## config.mk

```make
export PLATFORM = sky130hd
export DESIGN_NAME = seq_mul_unit
export DESIGN_NICKNAME = d
export VERILOG_FILES = /design/src/rtl/seq_mul_unit_pkg.sv /design/src/rtl/seq_mul_unit_ctrl.sv /design/src/rtl/seq_mul_unit.sv
export SDC_FILE = /design/constraint.sdc
export NUM_CORES = 1
export LEC_CHECK = 0
export ABC_CLOCK_PERIOD_IN_PS = 3000
export CAP_MARGIN = 10
export CORE_ASPECT_RATIO = 1.25
export CORE_MARGIN = 1.5
export CORE_UTILIZATION = 46
export DETAILED_ROUTE_END_ITERATION = 8
export PLACE_DENSITY = 0.72
export SLEW_MARGIN = 20
export SYNTH_ARGS = -nofsm -noshare
export SYNTH_HDL_FRONTEND = slang
export SYNTH_HIERARCHICAL = 1
export SYNTH_SLANG_ARGS = --single-unit
```

## constraint.sdc

```tcl
create_clock -name clk -period 3 [get_ports clk]
set_input_delay 0.45 -clock clk [delete_from_list [all_inputs] [get_ports clk]]
set_output_delay 0.45 -clock clk [all_outputs]
set_load 0.005 [all_outputs]
```

## src/rtl/seq_mul_unit_pkg.sv

```systemverilog
// seq_mul_unit_pkg: shared state encodings and default width for the sequential multiplier
package seq_mul_unit_pkg;
  localparam int DEF_WIDTH = 16;
  localparam logic [1:0] S_IDLE = 2'd0;
  localparam logic [1:0] S_RUN  = 2'd1;
  localparam logic [1:0] S_FIN  = 2'd2;
endpackage

```

## src/rtl/seq_mul_unit_ctrl.sv

```systemverilog
// seq_mul_unit_ctrl: multiplier sequencer, one load, WIDTH steps, then one finish cycle
module seq_mul_unit_ctrl
  import seq_mul_unit_pkg::*;
#(
  parameter int WIDTH = DEF_WIDTH,
  parameter int CNT_W = $clog2(WIDTH + 1)
) (
  input  logic clk,
  input  logic reset,
  input  logic start,
  output logic load,
  output logic step,
  output logic finish,
  output logic busy
);
  logic [1:0] state, state_n;
  logic [CNT_W-1:0] cnt;
  logic last;
  always_comb begin
    last    = cnt == CNT_W'(WIDTH - 1);
    load    = state == S_IDLE && start;
    step    = state == S_RUN;
    finish  = state == S_FIN;
    busy    = step || finish;
    state_n = state == S_IDLE ? (start ? S_RUN : S_IDLE) :
              state == S_RUN  ? (last ? S_FIN : S_RUN) : S_IDLE;
  end
  always_ff @(posedge clk or posedge reset)
    if (reset) begin
      state <= S_IDLE;
      cnt   <= '0;
    end else begin
      state <= state_n;
      cnt   <= load ? '0 : step ? cnt + CNT_W'(1) : cnt;
    end
endmodule

```

## src/rtl/seq_mul_unit.sv

```systemverilog
// seq_mul_unit: iterative shift-add multiplier on operand magnitudes, sign restored at the end
module seq_mul_unit
  import seq_mul_unit_pkg::*;
#(
  parameter int WIDTH = DEF_WIDTH,
  parameter int CNT_W = $clog2(WIDTH + 1)
) (
  input  logic               clk,
  input  logic               reset,
  input  logic               start,
  input  logic               signed_mode,
  input  logic [WIDTH-1:0]   op_a,
  input  logic [WIDTH-1:0]   op_b,
  output logic               busy,
  output logic               done,
  output logic [2*WIDTH-1:0] product,
  output logic [WIDTH-1:0]   result,
  output logic               overflow
);
  logic load, step, finish;
  logic [WIDTH-1:0] mcand, mplier, acc, abs_a, abs_b;
  logic neg, smode, ovf_n;
  logic [WIDTH:0] sum;
  logic [2*WIDTH-1:0] mag, prod_n;
  seq_mul_unit_ctrl #(.WIDTH(WIDTH), .CNT_W(CNT_W)) u_ctrl (
    .clk(clk), .reset(reset), .start(start),
    .load(load), .step(step), .finish(finish), .busy(busy)
  );
  // -2^(WIDTH-1) negates to itself, which reads correctly as an unsigned magnitude
  always_comb begin
    abs_a  = signed_mode && op_a[WIDTH-1] ? -op_a : op_a;
    abs_b  = signed_mode && op_b[WIDTH-1] ? -op_b : op_b;
    sum    = {1'b0, acc} + (mplier[0] ? {1'b0, mcand} : '0);
    mag    = {acc, mplier};
    prod_n = neg ? -mag : mag;
    ovf_n  = smode ? prod_n[2*WIDTH-1:WIDTH] != {WIDTH{prod_n[WIDTH-1]}} : |prod_n[2*WIDTH-1:WIDTH];
  end
  always_ff @(posedge clk or posedge reset)
    if (reset) begin
      mcand    <= '0;
      mplier   <= '0;
      acc      <= '0;
      neg      <= 1'b0;
      smode    <= 1'b0;
      done     <= 1'b0;
      product  <= '0;
      overflow <= 1'b0;
    end else begin
      done <= finish;
      if (load) begin
        mcand  <= abs_a;
        mplier <= abs_b;
        acc    <= '0;
        neg    <= signed_mode && (op_a[WIDTH-1] ^ op_b[WIDTH-1]);
        smode  <= signed_mode;
      end else if (step) begin
        acc    <= sum[WIDTH:1];
        mplier <= {sum[0], mplier[WIDTH-1:1]};
      end
      if (finish) begin
        product  <= prod_n;
        overflow <= ovf_n;
      end
    end
  assign result = product[WIDTH-1:0];
endmodule

```

==> Flow_metrics.wiki <==
{| class="wikitable"
! Metric !! Value
|-
| Status || finished, final reports clean
|-
| Top flip-flop cell by instance count after synthesis || sky130_fd_sc_hd__dfrtp_1
|-
| Number of cell rows || 47
|-
| Multi-input gate area in the final layout || around 0.0036 mm2
|-
| Clock tree from TritonCTS || done
|-
| Fill cell instance count of the final layout || 1195
|-
| Horizontal die dimension || 107 um
|-
| Number of standard cells after synthesis || roughly 700
|-
| Pins Over Slew Limit || 0
|-
| Routed via count divided by cell count || around 5.5
|-
| Count of synthesis-stage warnings from yosys || 6
|-
| Wire length of the first global-routing pass || around 24000 um
|-
| Setup-violating endpoint count in the final report || 0
|-
| Mapped Nets || roughly 770
|-
| Reg clk slew, reported paths || about 70 ps
|-
| Final weighted congestion in routability-driven placement || about 0.92
|-
| Post-layout nets || 839
|-
| Setup CP Type || register to register
|-
| Port bufs || 86
|-
| Unique cell type count in the Yosys netlist || 74
|-
| Max Root-Sink Buffers || 2
|-
| Final HPWL DP || 10800 um
|-
| Max Clock Freq || about 340 MHz
|-
| Data required time at the worst endpoint || between 3000 and 4000 ps
|-
| Via count of the first global-routing pass || slightly above 5000
|-
| Library cell used as clock root buffer || sky130_fd_sc_hd__clkbuf_16
|-
| I/O pin count || 87
|-
| Residual DRC || 0
|-
| TritonCTS Buffers || 9
|-
| Post-Layout Cell Count || approximately 950
|-
| #FFs+latches synth || between 90 and 100
|-
| Data arrival, critical path || ~3200 ps
|-
| Routed len/inst || 15.0 um
|-
| Remaining number of nets flagged by the antenna check after routing || 0
|-
| Reported leakage power || 0.00326 uW
|-
| Worst slack on hold paths || 404 ps
|-
| Share of the synthesized area in the top cell type || 0.365
|-
| Final Hold Fails || 0
|-
| Class of the tightest hold or removal check || primary input to async pin
|-
| Cell types with the highest counts after synthesis || sky130_fd_sc_hd__dfrtp_1 (91), sky130_fd_sc_hd__nor2_1 (91), sky130_fd_sc_hd__a21oi_1 (70)
|-
| Depth of the most critical reg-to-reg path || 8
|-
| Setup repair after global routing missed its margin || no
|-
| Max-slew headroom || 0.631
|-
| EDFF count, synth || 0
|-
| Fraction of layout cells with a size suffix above 1 || 0.105
|-
| Part of the cycle the worst path needs || 0.977
|-
| Fraction of the yosys area taken by sequential cells || 0.365
|-
| Number of DRC violations after detailed-routing iteration 0 || between 200 and 300
|-
| Pre-antenna DRT Iters || 5
|-
| Average instance area after synthesis || roughly 8.8 um2
|-
| Starting density of the core || 0.472
|-
| Kind of end point of the critical path || register
|-
| Number of max-cap violations || 0
|-
| PwrDens || ~850 mW/mm2
|-
| Worst-skew pair later-pin latency || ~340 ps
|-
| Area of the mapped netlist || approximately 0.0062 mm2
|-
| Die Y-Extent || around 130 um
|-
| Routed vias || 5286
|-
| Antenna cells || 0
|-
| Min cycle time layout || a little under 3000 ps
|-
| Area of the core || 0.0132 mm2
|-
| Maximum level of the CTS H-tree || 3
|-
| Number of placed instances, taps included || 934
|-
| Total Die Area || 0.0143 mm2
|-
| Synthesis-to-layout area growth || 22.0%
|-
| Post-detailed-routing wire length || 14300 um
|-
| Remaining Overflow, GRT || 0
|-
| Antenna violations before repair || 0
|-
| Count of clock tree sinks || between 90 and 100
|-
| Largest net degree at the start of global routing || 56
|-
| Share of async-settable or async-resettable flops after synthesis || 1.00
|-
| Sequential cell area in the final layout || 0.00228 mm2
|-
| CP startpoint kind || register
|-
| CP Max Fanout || 4
|-
| Transition time of the tightest slew-check pin || 554 ps
|-
| Largest cells by area after synthesis || sky130_fd_sc_hd__dfrtp_1 (36%), sky130_fd_sc_hd__a21oi_1 (5.6%), sky130_fd_sc_hd__nor2_1 (5.5%), sky130_fd_sc_hd__ha_1 (4.8%), sky130_fd_sc_hd__xor2_1 (4.8%)
|-
| Setup TNS || 0 ps
|-
| Cell taking the most area after synthesis || sky130_fd_sc_hd__dfrtp_1
|-
| VDD IR-drop max || around 420 uV
|-
| Clock skew after layout || roughly 5.7 ps
|-
| Total global-route track usage || 0.208
|}
-- power breakdown --
| group | switching [uW] | total (uW) | internal (uW) |
|---|---|---|---|
| Clock | 485 | 1320 | 838 |
| Sequential | 385 | 1940 | 1550 |
| Combinational | 1840 | 3240 | 1400 |
-- critical path: stages, from the launching register on --
cell and delay [ps]:
sky130_fd_sc_hd__dfrtp_1 370, sky130_fd_sc_hd__or4_4 560, sky130_fd_sc_hd__or4_1 500, sky130_fd_sc_hd__o41ai_2 340
sky130_fd_sc_hd__xor2_1 340, sky130_fd_sc_hd__nor2_1 90, sky130_fd_sc_hd__a221oi_2 190, sky130_fd_sc_hd__nand4_1 120
sky130_fd_sc_hd__o31a_1 300
-- cells by family after synthesis --
family | Yosys count | share of synthesized area
xor gates and xnor gates | 65 | 0.0936
muxes | 27 | 0.0449
AOI/OAI and AO/OA | 169 | 0.176
buffers and inverters | 89 | 0.0675
adders and majority gates | 25 | 0.0513
DFF | 91 | 0.365
and+or+nand+nor | 244 | 0.202
-- cell usage in the layout, fill, tap and decap left out, types with 12 or more instances in the layout --
cell type                         instances
sky130_fd_sc_hd__inv_1                   31
sky130_fd_sc_hd__mux2i_1                 22
sky130_fd_sc_hd__nor3_1                  15
sky130_fd_sc_hd__a21oi_1                 68
sky130_fd_sc_hd__o31ai_1                 12
sky130_fd_sc_hd__ha_1                    22
sky130_fd_sc_hd__nand3_1                 15
sky130_fd_sc_hd__nor2_1                  91
sky130_fd_sc_hd__and2_1                  19
sky130_fd_sc_hd__nand2_1                 44
sky130_fd_sc_hd__xor2_1                  34
sky130_fd_sc_hd__o21ai_0                 30
sky130_fd_sc_hd__dfrtp_1                 90
sky130_fd_sc_hd__xnor2_1                 29
sky130_fd_sc_hd__buf_4                   26
sky130_fd_sc_hd__clkdlybuf4s50_1         86
-- path summary, 6_finish.rpt --
path | startpoint | endpoint | slack [ps]
worst max register to register | acc[0] | overflow | 70
max in group asynchronous | reset | mplier[0] | 1850
worst min register to register | mcand[12] | mcand[12] | 520
worst max-delay path | acc[0] | overflow | 70
min in group clk | mcand[12] | mcand[12] | 520
worst min-delay path | reset | u_ctrl/cnt[0] | 400
-- sequential cells by signal (all words and copies together) (netlist names) --
name / cells
product: 32
acc: 16
mcand: 16
mplier: 16
u_ctrl/cnt: 5
u_ctrl/state: 2
done: 1
neg: 1
overflow: 1
smode: 1
-- timing repair --
item	in CTS	in global routing
setup endpoints to repair	0	7
hold buffers	0	0
buffers inserted	0	4
gates resized for setup	0	8
-- per-layer routing --
| layer | GRT usage | up-vias | part of all wire |
|---|---|---|---|
| li1 | - | 2618 | - |
| met1 | 0.283 | 2515 | 0.46 |
| met2 | 0.341 | 134 | 0.48 |
| met3 | 0.0323 | 19 | 0.045 |
| met4 | 0.0600 | 0 | 0.014 |
| met5 | 0 | - | 0 |
-- cell type report --
| type | instances | share of cell area |
|---|---|---|
| Clock buffer | 10 | 0.0314 |
| Clock inverter | 6 | 0.0148 |
| Inverter | 33 | 0.0164 |
| Multi-Input combinational cell | 530 | 0.469 |
| Sequential cell | 91 | 0.299 |
| Tap cell | 171 | 0.0281 |
| Timing Repair Buffer | 113 | 0.141 |
-- metrics by stage --
step | power (uW) | setup slack, ps | area [um2] | util
CTS | 6430 | 62.1 | 7570 | 0.572
floorplan | 4280 | 150 | 6240 | -
finish | 6500 | 68.8 | 7620 | 0.576
global placement | 4960 | 164 | 7210 | 0.545
detailed placement | 5080 | 77.5 | 7210 | 0.545
global route | 6970 | 0.159 | 7620 | 0.576
(Power assumes the default switching activity.)
